$ cat src/rtl/fetch_pkg.sv
`default_nettype none
// ==== fetch_pkg : shared fetch widths, reset/step defaults and fetch entry type (rev 1.0) ====
package fetch_pkg;

   localparam int          FETCH_DATA_W   = 16;
   localparam int          FETCH_ADDR_W   = 16;
   localparam int          FETCH_DEPTH    = 4;
   localparam int          FETCH_MEM_LAT  = 2;
   localparam int unsigned FETCH_RESET_PC = 0;
   localparam int unsigned FETCH_PC_STEP  = 2;

   typedef struct packed {
      logic [FETCH_DATA_W-1:0] insn;
      logic [FETCH_ADDR_W-1:0] pc;
   } fetch_entry_t;

endpackage
`default_nettype wire

$ cat src/rtl/fetch_fifo.sv
`default_nettype none
// ==== fetch_fifo : synchronous FIFO with push/pop/clear and entry count, async reset (rev 1.0) ====
module fetch_fifo #(
   parameter int DEPTH = 4,
   parameter int WIDTH = 32,
   localparam int CNT_W = $clog2(DEPTH + 1)
) (
   input  logic             clk,
   input  logic             rst,
   input  logic             clear,
   input  logic             push,
   input  logic [WIDTH-1:0] push_data,
   input  logic             pop,
   output logic [WIDTH-1:0] head_data,
   output logic [CNT_W-1:0] count
);

   localparam int             PTR_W = (DEPTH > 1) ? $clog2(DEPTH) : 1;
   localparam logic [PTR_W-1:0] LAST = PTR_W'(DEPTH - 1);

   logic [WIDTH-1:0] mem [DEPTH];
   logic [PTR_W-1:0] rd_ptr;
   logic [PTR_W-1:0] wr_ptr;
   logic             do_push;
   logic             do_pop;

   // Clear beats both push and pop; pop on an empty FIFO is ignored.
   assign do_push = push && !clear;
   assign do_pop  = pop && (count != '0) && !clear;

   always_ff @(posedge clk or posedge rst) begin
      if (rst) begin
         rd_ptr <= '0;
         wr_ptr <= '0;
         count  <= '0;
         for (int i = 0; i < DEPTH; i++) mem[i] <= '0;
      end else if (clear) begin
         rd_ptr <= '0;
         wr_ptr <= '0;
         count  <= '0;
      end else begin
         if (do_push) begin
            mem[wr_ptr] <= push_data;
            wr_ptr      <= (wr_ptr == LAST) ? '0 : wr_ptr + 1'b1;
         end
         if (do_pop) rd_ptr <= (rd_ptr == LAST) ? '0 : rd_ptr + 1'b1;
         case ({do_push, do_pop})
            2'b10:   count <= count + 1'b1;
            2'b01:   count <= count - 1'b1;
            default: count <= count;
         endcase
      end
   end

   assign head_data = mem[rd_ptr];

   // The issuer reserves a slot before reading, so a push into a full FIFO is a design error.
   overflow_check: assert property (@(posedge clk) disable iff (rst)
      !(do_push && !do_pop && (count == CNT_W'(DEPTH))));

endmodule
`default_nettype wire

$ cat src/rtl/fetch_queue.sv
`default_nettype none
// ==== fetch_queue : sequential instruction prefetch with credit-limited issue and redirect squash (rev 1.0) ====
module fetch_queue
   import fetch_pkg::*;
#(
   parameter int          DATA_W   = FETCH_DATA_W,
   parameter int          ADDR_W   = FETCH_ADDR_W,
   parameter int          DEPTH    = FETCH_DEPTH,
   parameter int          MEM_LAT  = FETCH_MEM_LAT,
   parameter int unsigned RESET_PC = FETCH_RESET_PC,
   parameter int unsigned PC_STEP  = FETCH_PC_STEP
) (
   input  logic                         clk,
   input  logic                         rst,
   output logic [ADDR_W-2:0]            mem_raddr,
   input  logic [DATA_W-1:0]            mem_rdata,
   input  logic                         halt,
   input  logic                         redirect_valid,
   input  logic [ADDR_W-1:0]            redirect_pc,
   output logic                         out_valid,
   input  logic                         out_ready,
   output logic [DATA_W-1:0]            out_insn,
   output logic [ADDR_W-1:0]            out_pc,
   output logic [$clog2(DEPTH+1)-1:0]   occupancy
);

   localparam int INF_W = $clog2(MEM_LAT + 1);

   typedef struct packed {
      logic [DATA_W-1:0] insn;
      logic [ADDR_W-1:0] pc;
   } entry_t;

   logic [ADDR_W-1:0]  pc;
   logic [MEM_LAT-1:0] slot_valid;
   logic [ADDR_W-1:0]  slot_pc [MEM_LAT];
   logic [INF_W-1:0]   inflight;
   logic               issue;
   logic               land;
   entry_t             push_entry;
   entry_t             head_entry;
   logic               redirect_lsb_unused;

   assign redirect_lsb_unused = redirect_pc[0];

   always_comb begin
      inflight = '0;
      for (int i = 0; i < MEM_LAT; i++) inflight = inflight + INF_W'(slot_valid[i]);
   end

   // Buffered plus outstanding reads never exceed DEPTH, so every landing read has a slot.
   assign issue     = !halt && !redirect_valid &&
                      ((32'(occupancy) + 32'(inflight)) < 32'(DEPTH));
   assign land      = slot_valid[MEM_LAT-1] && !redirect_valid;
   assign mem_raddr = pc[ADDR_W-1:1];

   always_ff @(posedge clk or posedge rst) begin
      if (rst) begin
         pc         <= ADDR_W'(RESET_PC);
         slot_valid <= '0;
         for (int i = 0; i < MEM_LAT; i++) slot_pc[i] <= '0;
      end else begin
         if (redirect_valid)
            pc <= {redirect_pc[ADDR_W-1:1], 1'b0};
         else if (issue)
            pc <= pc + ADDR_W'(PC_STEP);
         slot_valid[0] <= issue;
         slot_pc[0]    <= pc;
         for (int i = 1; i < MEM_LAT; i++) begin
            slot_valid[i] <= slot_valid[i-1] && !redirect_valid;
            slot_pc[i]    <= slot_pc[i-1];
         end
      end
   end

   assign push_entry = '{insn: mem_rdata, pc: slot_pc[MEM_LAT-1]};

   fetch_fifo #(
      .DEPTH (DEPTH),
      .WIDTH ($bits(entry_t))
   ) u_fifo (
      .clk       (clk),
      .rst       (rst),
      .clear     (redirect_valid),
      .push      (land),
      .push_data (push_entry),
      .pop       (out_ready),
      .head_data (head_entry),
      .count     (occupancy)
   );

   assign out_valid = (occupancy != '0);
   assign out_insn  = head_entry.insn;
   assign out_pc    = head_entry.pc;

endmodule
`default_nettype wire
$ cat config.mk
export PLATFORM = sky130hd
export DESIGN_NAME = fetch_queue
export DESIGN_NICKNAME = d
export VERILOG_FILES = /design/src/rtl/fetch_pkg.sv /design/src/rtl/fetch_fifo.sv /design/src/rtl/fetch_queue.sv
export SDC_FILE = /design/constraint.sdc
export NUM_CORES = 1
export LEC_CHECK = 0
export CAP_MARGIN = 10
export CORE_MARGIN = 8
export CORE_UTILIZATION = 50
export DETAILED_ROUTE_END_ITERATION = 12
export PLACE_DENSITY = 0.85
export SLEW_MARGIN = 15
export SYNTH_ARGS = -nofsm -noshare
export SYNTH_HDL_FRONTEND = slang
export SYNTH_SLANG_ARGS = --single-unit
$ cat constraint.sdc
create_clock -name clk -period 5 [get_ports clk]
set_clock_uncertainty 0.1 [all_clocks]
set_input_delay 0.5 -clock clk [delete_from_list [all_inputs] [get_ports clk]]
set_output_delay 0.5 -clock clk [all_outputs]
set_load 0.01 [all_outputs]
==> flow_summary.json <==
{
  "hp-start": "slot_pc[27]$_DFF_PP0_",
  "status": "complete, no violations",
  "totalWireLength_um": 15200,
  "cpPeakStageDelay_ns": 0.71,
  "drt.antenna.violating_nets": 0,
  "whs_ns": 0.247,
  "tns_ns": 0,
  "synth_nets": 529,
  "via_count": 4357,
  "hold_depth": 0,
  "rsz0062_at_grt": "false",
  "fmax_mhz": 302,
  "path_delay_family": "buffers and inverters",
  "grt_util_all_layers": 0.164,
  "setup_slack_ns": 1.68,
  "coreArea_sq_um": 14600,
  "ys.warnings.count": 0,
  "multi_input_area_sq_um": 2900,
  "slew_violations": 0,
  "hold_viol_final": 0,
  "clkTransAtPathRegs_ns": 0.06,
  "cts_setup_buffers": 0,
  "clk_latency_ns": 0.42,
  "gp_congestion": 0.776,
  "crit_buf_inv": 2,
  "antenna_found_initial": 0,
  "worstPathRequired_ns": 4.40,
  "seq_area_frac_synth": 0.594,
  "hpwlAfterDp_um": 10200,
  "die_h_um": 138,
  "syn_area_sq_um": 7500,
  "gr-total-overflow": 0,
  "ys_seq_elements": 178,
  "first_iter_violations": 277,
  "tightest_slew_ns": 0.927,
  "power_leakage_uw": 0.00406,
  "areaGrowthSynthToFinish_pct": 20.8,
  "synth_edf_count": 0,
  "clkSinkCount": 178,
  "r2r_start": "slot_valid[1]$_DFF_PP0_",
  "firstDrtPassIters": 4,
  "synthCells": 484,
  "cts_made_buffers": 17,
  "crit_type": "register to primary output",
  "htreeDepth": 4,
  "synthFlopType": "dfrtp_1",
  "cp.arrival_ns": 2.72,
  "hold_end": "push_entry[11]$_DFF_PP0_",
  "hp-class": "register to register",
  "seq_area_sq_um": 4460,
  "finalPower_uw": 4110,
  "viasPerCell": 5.71,
  "rows": 44,
  "setup_viol": 0,
  "cp_cell_sequence": "buf_4 -> mux4_2 -> clkdlybuf4s50_1",
  "timing.final.crit_period_ns": 3.32,
  "ios": 88,
  "power-per-cell-area_nw_per_um2": 453,
  "async_reset_ff_frac": 1.00,
  "finalCritPeriodShare": 0.663,
  "r2r_slack_ns": 2.75,
  "grt_pass1_wl_um": 25400,
  "grt_max_degree": 86,
  "reg2reg_to": "u_fifo.mem[51]$_DFFE_PP0P_",
  "layout_common_cells": "176 x dfrtp_1, 124 x mux2_2, 85 x clkdlybuf4s50_1",
  "drc": 0,
  "yosysUniqueCellTypes": 43,
  "rr_worst_depth": 3,
  "crit_path_end_kind": "primary output",
  "grt_pass1_vias": 4884,
  "cap_violations": 0,
  "place_ws_ns": 2.06,
  "cts_hold_buf": 0,
  "crit_fanout": 19,
  "drive_above_1_share": 0.342,
  "startpoint_type": "register",
  "root_buffer": "clkbuf_16",
  "antenna_cells": 0,
  "final_common_cell": "dfrtp_1",
  "critPathSlowestCell": "dfrtp_2",
  "die_w_um": 138,
  "ctsResizeCount": 0,
  "avgSynthCellArea_sq_um": 15.5,
  "vdd_drop_max_uv": 233,
  "cts_buffer_depth": 2,
  "post_drt_wl_per_cell_um": 20.0,
  "start_util": 0.514,
  "die_area_sq_um": 19200,
  "n_fill_cell": 1030,
  "numPortBuffers": 85,
  "finalNetCount": 612,
  "relSlewSlack": 0.379,
  "cts_tree": "built"
}
## layer usage
metal	GRT usage	share of wire
met5	0	0
met4	0.0646	0.017
met3	0.0373	0.031
met2	0.290	0.54
met1	0.189	0.41
## how the worst max path moves through the flow
stage / startpoint / slack (ns) / end / cells past startpoint
floorplan: rst / 2.12 / pc[10]$_DFFE_PP0P_ / 1
global placement: u_fifo.rd_ptr[0]$_DFFE_PP0P_ / 2.08 / out_pc[4] / 3
detailed placement: u_fifo.rd_ptr[0]$_DFFE_PP0P_ / 2.06 / out_pc[4] / 3
CTS: u_fifo.rd_ptr[0]$_DFFE_PP0P_ / 1.61 / out_pc[4] / 3
global route: u_fifo.rd_ptr[0]$_DFFE_PP0P_ / 1.54 / out_pc[2] / 3
finish: u_fifo.rd_ptr[0]$_DFFE_PP0P_ / 1.68 / out_pc[4] / 3
## report_power, final
| part | internal [uW] | switching [uW] | total [uW] | leakage [uW] |
|---|---|---|---|---|
| sequential | 1650 | 182 | 1830 | 0.00230 |
| clock | 704 | 518 | 1220 | 0.000264 |
| combinational | 661 | 390 | 1050 | 0.00149 |
## through the flow
stage / utilization / area, sq um / cells
global route: 0.621 / 9070 / 763
detailed placement: 0.584 / 8520 / 732
CTS: 0.621 / 9070 / 763
floorplan: - / 7510 / 484
finish: 0.621 / 9070 / 763
global placement: 0.584 / 8520 / 732
## cell type report
cell class | instances | area share
tap | 184 | 0.0254
timing repair buffer | 91 | 0.100
sequential | 178 | 0.492
inverter | 6 | 0.00290
clock inverter | 10 | 0.00952
clock buffer | 21 | 0.0508
multi-input combinational | 273 | 0.320
## kinds of logic after synthesis
group	Yosys count	share of synthesized area
XOR/XNOR	8	0.00934
buffers and inverters	33	0.0207
adder cells (fa/ha/maj)	8	0.0143
other	1	0.000500
AO/OA/AOI/OAI	34	0.0320
flip-flops	178	0.594
AND/OR/NAND/NOR	62	0.0435
multiplexers	160	0.286
## synth_stat cells (all sizes together) (4+ instances only)
| master | count | area, sq um |
|---|---|---|
| nor3 | 6 | 30.0 |
| nand4 | 4 | 25.0 |
| mux2 | 124 | 1400 |
| inv | 6 | 22.5 |
| nand3 | 4 | 20.0 |
| ha | 7 | 87.6 |
| mux2i | 5 | 50.1 |
| a31oi | 5 | 31.3 |
| o31ai | 5 | 51.3 |
| mux4 | 31 | 698 |
| o21ai | 10 | 50.1 |
| nand2 | 16 | 60.1 |
| xnor2 | 7 | 61.3 |
| buf | 18 | 98.9 |
| dfrtp | 178 | 4450 |
| nor2 | 13 | 48.8 |
| clkbuf | 9 | 33.8 |
| or4 | 5 | 37.5 |
## flip-flops by register name, summed over array words and instances, names as in the netlist
register       count
pc                15
push_entry        15
slot_pc           15
slot_valid         2
u_fifo.count       3
u_fifo.mem       124
u_fifo.rd_ptr      2
u_fifo.wr_ptr      2
## worst register-to-register path, cell delays in order (launching register included)
cell	delay [ns]
dfrtp_1	0.55
nor2b_1	0.35
nand2_2	0.60
mux2_2	0.52
No activity file was read; power rests on OpenSTA's default activity.
